==> src/rtl/video_timing_ctrl.sv <==
// Raster sequencer: pixel divider, horizontal/vertical counters and line/frame strobes on CLK_DRV.
// Optional frame counter (FRAME_CNT, FIELD_ODD) is built only when FRAME_CNT_EN is defined.
module video_timing_ctrl #(
    parameter int H_TOTAL = 454,
    parameter int V_TOTAL = 262,
    parameter int CLK_DIV = 1
) (
    input  logic       CLK_DRV,
    input  logic       RESET,
    input  logic       HOLD,
    output logic       PIX_CE,
    output logic [8:0] HCNT,
    output logic [8:0] VCNT,
    output logic       HRESET_N,
    output logic       VRESET,
    output logic       LINE_START,
`ifdef FRAME_CNT_EN
    output logic       FRAME_START,
    output logic [7:0] FRAME_CNT,
    output logic       FIELD_ODD
`else
    output logic       FRAME_START
`endif
);

    localparam int DIV_W = (CLK_DIV > 1) ? $clog2(CLK_DIV) : 1;
    localparam logic [DIV_W-1:0] DIV_LAST = DIV_W'(CLK_DIV - 1);
    localparam logic [8:0] H_LAST = 9'(H_TOTAL - 1);
    localparam logic [8:0] V_LAST = 9'(V_TOTAL - 1);

    if (H_TOTAL < 1 || H_TOTAL > 512 || V_TOTAL < 1 || V_TOTAL > 512 || CLK_DIV < 1) begin : g_bad_param
        $error("video_timing_ctrl: H_TOTAL/V_TOTAL must be 1..512 and CLK_DIV >= 1");
    end

    logic [DIV_W-1:0] div_q;
    logic             h_last;
    logic             v_last;
    logic             step;

    // The divider keeps running under HOLD so the pixel phase is preserved across a hold.
    assign PIX_CE = (div_q == DIV_LAST);
    assign h_last = (HCNT == H_LAST);
    assign v_last = (VCNT == V_LAST);
    assign step   = PIX_CE & ~HOLD;

    assign HRESET_N    = ~h_last;
    assign VRESET      = v_last;
    assign LINE_START  = step & h_last;
    assign FRAME_START = step & h_last & v_last;

    always_ff @(posedge CLK_DRV) begin
        if (RESET) begin
            div_q <= '0;
            HCNT  <= '0;
            VCNT  <= '0;
        end else begin
            div_q <= PIX_CE ? '0 : div_q + 1'b1;
            if (step) begin
                if (h_last) begin
                    HCNT <= '0;
                    VCNT <= v_last ? 9'd0 : VCNT + 9'd1;
                end else begin
                    HCNT <= HCNT + 9'd1;
                end
            end
        end
    end

`ifdef FRAME_CNT_EN
    always_ff @(posedge CLK_DRV) begin
        if (RESET) begin
            FRAME_CNT <= '0;
        end else if (FRAME_START) begin
            FRAME_CNT <= FRAME_CNT + 8'd1;
        end
    end

    assign FIELD_ODD = FRAME_CNT[0];
`endif

endmodule
==> config.mk <==
export PLATFORM = sky130hd
export DESIGN_NAME = video_timing_ctrl
export DESIGN_NICKNAME = d
export VERILOG_FILES = /design/src/rtl/video_timing_ctrl.sv
export SDC_FILE = /design/constraint.sdc
export NUM_CORES = 1
export LEC_CHECK = 0
export CAP_MARGIN = 20
export CORE_UTILIZATION = 42
export CTS_CLUSTER_SIZE = 30
export DETAILED_ROUTE_END_ITERATION = 10
export PLACE_DENSITY_LB_ADDON = 0.25
export SLEW_MARGIN = 25
export SYNTH_ARGS = -nofsm -noshare
export SYNTH_HDL_FRONTEND = slang
export SYNTH_SLANG_ARGS = --single-unit
==> constraint.sdc <==
create_clock -name CLK_DRV -period 1.9 [get_ports CLK_DRV]
set_input_delay 0.57 -clock CLK_DRV [delete_from_list [all_inputs] [get_ports CLK_DRV]]
set_output_delay 0.57 -clock CLK_DRV [all_outputs]
set_load 0.005 [all_outputs]
# [Word-level counts from Yosys, hierarchy flattened]
# Cells that the tools add are included.
[op_classes] addsub=3 n_mul=0 div_mod_pow=0 order_cmp=0 n_eq_ne=2 shifts=0 mux=2 bitwise_logic=6 reduce_logical=2
[ops] cell="adder 9 x 1 -> 9 bit, second input constant" count=2
[ops] cell="equality test 9 bit, second input constant" count=2
[ops] cell="two-way mux 9 bit" count=2
[ops] cell="bitwise AND 1 bit" count=3
[ops] cell="NOT 1 bit" count=3
[ops] cell="AND reduction 2 bit" count=1
[ops] cell="OR reduction 2 bit" count=1
[ops] cell="adder 1 bit, second input constant" count=1
[word_totals] ff_bits=19 latch_bits=0 ram_bits=0 mem_bits_ro=0 inputBits=3 out_inout_bits=23 word_cells=18 n_memories=0

# [Logic depth before layout (Yosys ltp)]
[depth] word_depth=4 mapped_depth=8 ltp_nobuf=7

# [Worst setup path before layout]
# OpenSTA, ideal clock, no wires.
[synth_path] path_type="flip-flop to output port" from="register HCNT[1]" to="output port FRAME_START" t_arrival_ps=1320 required_time_ps=1330 slack_ps=10 stages_incl_launch_ff=8 n_path_buf=2 cell_sequence="dfxtp_1 inv_1 ha_1 and4_1 nand3_2 buf_6 clkbuf_1 nor2_1"
[synth_via] elab_chain_cells=3
[synth_lines] item="from (decl)" line_no="12" rtl="output logic [8:0] HCNT,"
[synth_lines] item="from (signal assigned)" line_no="63" rtl="HCNT <= HCNT + 9'd1;"
[synth_lines] item="equality test 9 bit" line_no="42" rtl="assign h_last = (HCNT == H_LAST);"
[synth_lines] item="bitwise AND 1 bit (2 in series)" line_no="49" rtl="assign FRAME_START = step & h_last & v_last;"
[synth_lines] item="to (decl)" line_no="22" rtl="output logic FRAME_START"
# Every way passes these cells.

# [Worst setup path in the final report]
[layout_path] from="register HCNT[5]" to="output port FRAME_START"
# The elaborated chain is that of the path after synthesis.

==> metrics.cfg <==
[run_status]
status=finished with violations
violations=negative setup slack

[power_and_ir_drop]
powerDensity_nw_per_um2=403
p_int_uw=515
p_sw_share_pct=23.7
switchingPower_uw=160
p_leak_nw=0.751
p_clk_share_pct=31.7
power_frac_comb_pct=8.5
total_power_uw=675
ir_drop_mv=0.363
p_seq_share_pct=59.8

[routing]
routed_via_density=5.23
vias=1067
wl_per_cell_microns=13.8
firstDrtPassIters=4
drt_iter0_drc=35
routed_wl_microns=2810
antenna_left=0
drt_drc_violations_left=0

[yosys]
yosysWarnings=0
synth_top_area_cell=dfxtp_1
yosys-top-cells-area=dfxtp_1 40%, a21oi_1 5.2%, ha_1 5.2%, nor2_1 4.7%, xor2_1 4.6%
synth_cells=110
synth_nets=117
syn_area_sq_um=958
ys_ff_latch=19
synth.top_cell.area_share_pct=39.7
syn-mean-instance-area_sq_um=8.71
synthDistinctLibCells=30
yosysSeqAreaShare_pct=39.7

[clock_tree]
holdBufCountCts=0
root_buffer=clkbuf_4
htreeDepth=1
cts-buffers-inserted=3
clock_latency_ns=0.31
clockBufferDepth=2
cts_tree=done
clkSlewWorstSetupHoldPaths_ns=0.11
clock-sinks=19

[layout]
drive_gt1_share_pct=45.2
mostFrequentLayoutCells=37 x buf_4, 15 x clkdlybuf4s50_1, 13 x dfxtp_2
area_growth_syn_to_layout_pct=74.7
fin_util_pct=81.2
nets=185
final_common_cell=buf_4
diodes=0

[sta]
final.setup.worst_slack_ns=-0.196
min_period_over_period_pct=110
hold-worst-slack_ns=0.523
period_minus_slack_ns=2.10
rsz0062_at_grt=true
setup_viol_count_final=5
fmax_ghz=0.477
fin_skew_ns=0.00254
hold_viol_final=0
maxSlewViolCount=0

[placement]
hpwl_microns=1850
routabilityCongestion=0.791
port_buffers=25
place_ws_ns=-0.548

[setup_path]
start_kind=register
cp.arrival_ns=1.53
crit_required_ns=1.33
worstSetupPathType=reg2out
path_max_fanout=3
worstSetupEndpointType=primary output

[global_route]
grt_max_degree=18
antenna_found_initial=0
grt_first_pass_wirelength_microns=4690
grtUsageTotal_pct=25.1
overflow=0
grt_pass1_vias=1053

[floorplanning]
coreArea_sq_um=2060
ioPinCount=26
rows=16
start_util_pct=46.5
die_x_microns=49.8
die_h_microns=49.8
die_area_sq_um=2480

[run]
drv_cap=0

[min_path]
worst_hold_path_type=reg2reg

critical path, stage by stage, from the launching register on:
cell,delay [ns]
dfxtp_2,0.36
nor4b_4,0.37
nand3_4,0.12
buf_4,0.17
nor2_2,0.08
buf_2,0.11
path summary, 6_finish.rpt:
path | startpoint | cells past startpoint | to | slack [ns]
setup / recovery | HCNT[5] | 5 | FRAME_START | -0.20
hold / removal | VCNT[8] | 2 | VCNT[8] | 0.52
setup reg to reg | HCNT[5] | 6 | VCNT[7] | -0.04
hold reg to reg | VCNT[8] | 2 | VCNT[8] | 0.52
registers in the layout, summed over array words and instances, names as in the netlist:
signal	count
HCNT	9
VCNT	9
div_q	1
cell families after synthesis:
kind of cell    count (synthesis)  synth area share, %
flops                          19                 39.7
simple gates                   49                 31.5
xor+xnor                        8                 7.31
compound gates                 18                 10.8
other cells                     1                0.391
buf+inv                        11                 5.09
fa+ha+maj                       4                 5.22
routing by layer:
metal  track usage (%)  wire length [microns]  vias up
met3              4.94                    181       13
met1              30.7                   1140      477
met2              39.9                   1360       52
met4              15.7                    129        0
met5                 0                      0        -
li1                  -                      -      525
power groups by stage:
stage | Sequential (mW) | Clock [mW] | Combinational, mW
floorplan | 0.418 | 0 | 0.0183
global placement | 0.415 | 0 | 0.0551
detailed placement | 0.415 | 0 | 0.0561
CTS | 0.406 | 0.218 | 0.0556
global route | 0.404 | 0.240 | 0.0623
finish | 0.404 | 0.214 | 0.0575
stage by stage:
stage / setup TNS, ns / cell area [sq um] / instances
2_1_floorplan: 0 / 958 / 110
3_3_place_gp: -4.00 / 1460 / 188
3_5_place_dp: -4.39 / 1460 / 188
4_1_cts: -0.269 / 1580 / 202
5_1_grt: -0.894 / 1670 / 204
6_report: -0.383 / 1670 / 204
Yosys cell counts:
master and number:
nand2_1 8, and4_1 2, a211oi_1 2, o21ai_0 3, nand4_1 5, nor2_4 1, nor4bb_1 1, o31ai_1 2
nor2_1 12, or2b_1 1, ha_1 4, a21oi_1 10, conb_1 1, or4_1 4, buf_6 1, nor4b_1 1
or3b_2 2, dfxtp_1 19, nand3_2 1, or3_1 4, nor3_1 1, nand3_1 2, o32ai_1 1, nand2b_1 2
and3_1 1, nor4b_4 1, xnor2_1 3, xor2_1 5, clkbuf_1 3, inv_1 7
what timing repair did:
action | in CTS | in global routing
pin swaps | 6 | 3
gates resized for setup | 33 | 26
setup endpoints to repair | 9 | 19
setup buffers | 10 | 2
cell type report:
cell class	instances	area, sq um
clock buffer	4	26.3
fill	131	388
inverter	7	28.8
multi-input combinational	80	591
sequential	19	404
tap	27	33.8
timing repair buffer	67	591
Note: power is estimated with default switching activity, not from simulation.
==> edit 1 (same flow settings) <==
The option `FRAME_CNT_EN` is turned on by a define.
--- a/src/rtl/video_timing_ctrl.sv
+++ b/src/rtl/video_timing_ctrl.sv
@@ -1,4 +1,6 @@
 // Raster sequencer: pixel divider, horizontal/vertical counters and line/frame strobes on CLK_DRV.
 // Optional frame counter (FRAME_CNT, FIELD_ODD) is built only when FRAME_CNT_EN is defined.
+`define FRAME_CNT_EN
+
 module video_timing_ctrl #(
     parameter int H_TOTAL = 454,
Check against the original RTL (old outputs only; new: FIELD_ODD and FRAME_CNT): equivalent (Yosys induction, for registers that start in step).
==> edit 1 against the unedited design <==
- highest routed layer unchanged
- the run still ends with negative setup slack left
- clock skew is 0.0067 ns higher
- critical endpoint unchanged
- power is 34% higher
- core utilization is 8.3 points lower
- clock power is 21% higher
- fmax is 1.6% lower
- wire length is 42% higher
- combinational power is 18% higher
- sequential share of layout area is 1.1 points higher
- worst setup slack worse by 0.033 ns
- cell area is 34% higher
- synthesized cell count is 39% higher
- synthesized area is 43% higher
- via count is 35% higher
- sequential cell count is 8 higher
==> edit 1: results <==
{
  "placed_cell_area_um2": 1980,
  "leakagePower_nw": 1.07,
  "muxShareOfSynthArea_pct": 1.46,
  "syn_nets": 161,
  "setup_viol": 5,
  "pwr-share-clk_pct": 28.7,
  "cpMaxStageDelayCell": "dfxtp_2",
  "synth_common_cells": "dfxtp_1 (27), nor2_1 (18), a21oi_1 (10)",
  "p_sw_w": 0.000218,
  "fin_ws_ns": -0.229,
  "critPathLaunch": "VCNT[0]",
  "status": "finished with violations",
  "p_comb_share_pct": 7.5,
  "ys_seq_area_share_pct": 39.3,
  "drive_gt1_share_pct": 43.7,
  "arrival_ns": 1.56,
  "grt.met1_usage_pct": 28.3,
  "min_delay_worst_endpoint": "FRAME_CNT[2]",
  "nNetsFinal": 238,
  "track_usage_pct": 23.0,
  "grt_max_degree": 17,
  "grt_pass1_vias": 1377,
  "failed_checks": "negative setup slack",
  "gp_congestion": 0.844,
  "synth_compound_area_share_pct": 9.84,
  "drt_iter0_drc": 31,
  "setup_tns_ns": -0.564
}
edit 1: changes by cell type after synthesis, sizes merged, moves of 3 or more:
cell | unedited run | this run
o31ai | 2 | 6
nor4 | 0 | 3
buf | 1 | 4
nand4 | 5 | 9
nand2 | 8 | 4
nor2 | 13 | 18
nand3 | 3 | 9
dfxtp | 19 | 27
xnor2 | 3 | 7
edit 1: final cells by class:
type | count | area (um2) | area share, %
Clock inverter | 1 | 5.00 | 0.223
Inverter | 8 | 30.0 | 1.34
Sequential cell | 27 | 567 | 25.3
Clock buffer | 3 | 22.5 | 1.00
Timing Repair Buffer | 78 | 681 | 30.4
Multi-Input combinational cell | 112 | 882 | 39.3
Tap cell | 44 | 55.1 | 2.46
edit 1: what timing repair did:
action / 4_1_cts / 5_1_grt
setup buffers: 12 / 2
pin swaps: 9 / 8
gates resized for setup: 61 / 25
setup endpoints to repair: 23 / 26
edit 1: layer usage:
metal	up-vias	wire length, um
li1	706	-
met1	682	1750
met2	49	2050
met3	8	142
met4	0	47
met5	-	0
==> edit 2 (config.mk and constraints unchanged) <==
Without the edit above. Register the input `HOLD` before use, without a reset. The logic sees it one clock later.
--- a/src/rtl/video_timing_ctrl.sv
+++ b/src/rtl/video_timing_ctrl.sv
@@ -29,4 +29,10 @@
     localparam logic [8:0] V_LAST = 9'(V_TOTAL - 1);
 
+    logic HOLD_q;
+
+    always_ff @(posedge CLK_DRV) begin
+        HOLD_q <= HOLD;
+    end
+
     if (H_TOTAL < 1 || H_TOTAL > 512 || V_TOTAL < 1 || V_TOTAL > 512 || CLK_DIV < 1) begin : g_bad_param
         $error("video_timing_ctrl: H_TOTAL/V_TOTAL must be 1..512 and CLK_DIV >= 1");
@@ -42,5 +48,5 @@
     assign h_last = (HCNT == H_LAST);
     assign v_last = (VCNT == V_LAST);
-    assign step   = PIX_CE & ~HOLD;
+    assign step   = PIX_CE & ~HOLD_q;
 
     assign HRESET_N    = ~h_last;
Behaviour: not the same (Yosys sat finds a counterexample within 4 cycles, from zero or initial values and one cycle with RESET high).
==> edit 2 against the unedited design <==
- the run still ends with negative setup slack left
- synthesized area is 2.1% higher
- power up 8.9%
- sequential cell count is 1 higher
- cell area up 5.3%
- count of clock-buffer cells in the layout unchanged
- worst setup slack worse by 0.13 ns
- wire length grew 20%
==> edit 2: results <==
{
  "synth_common_cells": "dfxtp_1 (20), nor2_1 (12), a21oi_1 (10)",
  "slowest_delay_ns": 0.35,
  "vias_per_cell": 5.34,
  "ir_drop_v": 0.000529,
  "synthTopCellsByArea": "dfxtp_1 (41%), a21oi_1 (5.1%), ha_1 (5.1%)",
  "finClkSkew_ns": 0.00429,
  "status": "finished with violations",
  "arrival_ns": 1.65,
  "min_path_type": "reg2reg",
  "dpl.hpwl_mm": 1.82,
  "cpMaxStageDelayCell": "dfxtp_2",
  "setup_tns_ns": -0.770,
  "clkLatencyLatePin_ns": 0.29,
  "leakagePower_nw": 0.830,
  "drt_iter0_drc": 20,
  "gp_congestion": 0.804,
  "grt_first_pass_wirelength_mm": 5.04,
  "setup_viol": 6,
  "cp_max_fo": 3,
  "failed_checks": "negative setup slack",
  "nNetsFinal": 188,
  "syn_nets": 118,
  "nFillCells": 145,
  "track_usage_pct": 26.6,
  "ys_seq_area_share_pct": 40.9,
  "routed_wl_mm": 3.39,
  "cts_buffers": 3,
  "top_regs": "HCNT x9, VCNT x9",
  "fin_ws_ns": -0.321,
  "drive_gt1_share_pct": 50.0,
  "grt_max_degree": 14,
  "multiInputGateArea_um2": 638
}
-- edit 2: cell types whose count changed in the layout (fill, tap and decap cells not counted), sizes merged --
cell           before  now
buf                46   48
dlymetal6s2s        5    8
dlygate4sd2         1    0
dfxtp              19   20
clkdlybuf4s50      15   13
-- edit 2: worst paths after layout --
kind / start / end / slack (ns) / depth (start not counted)
worst max-delay path: VCNT[1] / FRAME_START / -0.32 / 7
worst max register to register: HCNT[3] / VCNT[7] / -0.03 / 7
worst min-delay path: VCNT[8] / VCNT[8] / 0.57 / 2
worst min register to register: VCNT[8] / VCNT[8] / 0.57 / 2
-- edit 2: metrics by stage --
stage               std cells  worst slack, ns
global route              208           -0.425
detailed placement        186           -0.330
global placement          186           -0.193
finish                    208           -0.321
CTS                       209           -0.220
floorplan                 111           0.0102
-- edit 2: tightest hold or removal path, delay by kind of cell, from the launching register on --
family / cells / cell delay (ns)
simple gates: 1 / 0.09
compound gates: 1 / 0.06
flops: 1 / 0.38
-- edit 2: layout make-up --
class,instances,share of cell area [%]
clock buffers,4,2.06
repair buffers,69,34.6
multi-input cells,80,36.2
inverters,7,1.49
well taps,28,1.99
flip-flops and latches,20,23.6
-- edit 2: timing repair --
| item | 4_1_cts | 5_1_grt |
|---|---|---|
| setup buffers | 23 | 9 |
| pin swaps | 10 | 13 |
| endpoints found under the setup margin | 7 | 20 |
| gates resized for setup | 48 | 28 |
-- edit 2: power by group --
group	leakage [nW]	switching (W)	internal [W]	total, W
logic	0.640	0.0000230	0.0000295	0.0000526
clock network	0.0210	0.000134	0.000117	0.000251
registers	0.169	0.00000583	0.000425	0.000431
-- edit 2: routing by layer --
metal / part of all wire [%] / vias up / GRT usage, %
met3: 4.3 / 8 / 4.55
li1: - / 529 / -
met2: 50 / 34 / 48.9
met1: 43 / 539 / 32.2
met4: 1.9 / 0 / 4.76
met5: 0 / - / 0
-- edit 2: cells by family (layout without fill, tap and decap cells) --
family,Yosys count,count (layout),share of synthesized area (%)
and+or+nand+nor,49,49,30.8
DFF,20,20,40.9
AOI/OAI and AO/OA,18,18,10.6
buffers and inverters,11,80,4.99
xor gates and xnor gates,8,8,7.16
adders and majority gates,4,4,5.12
other,1,1,0.383
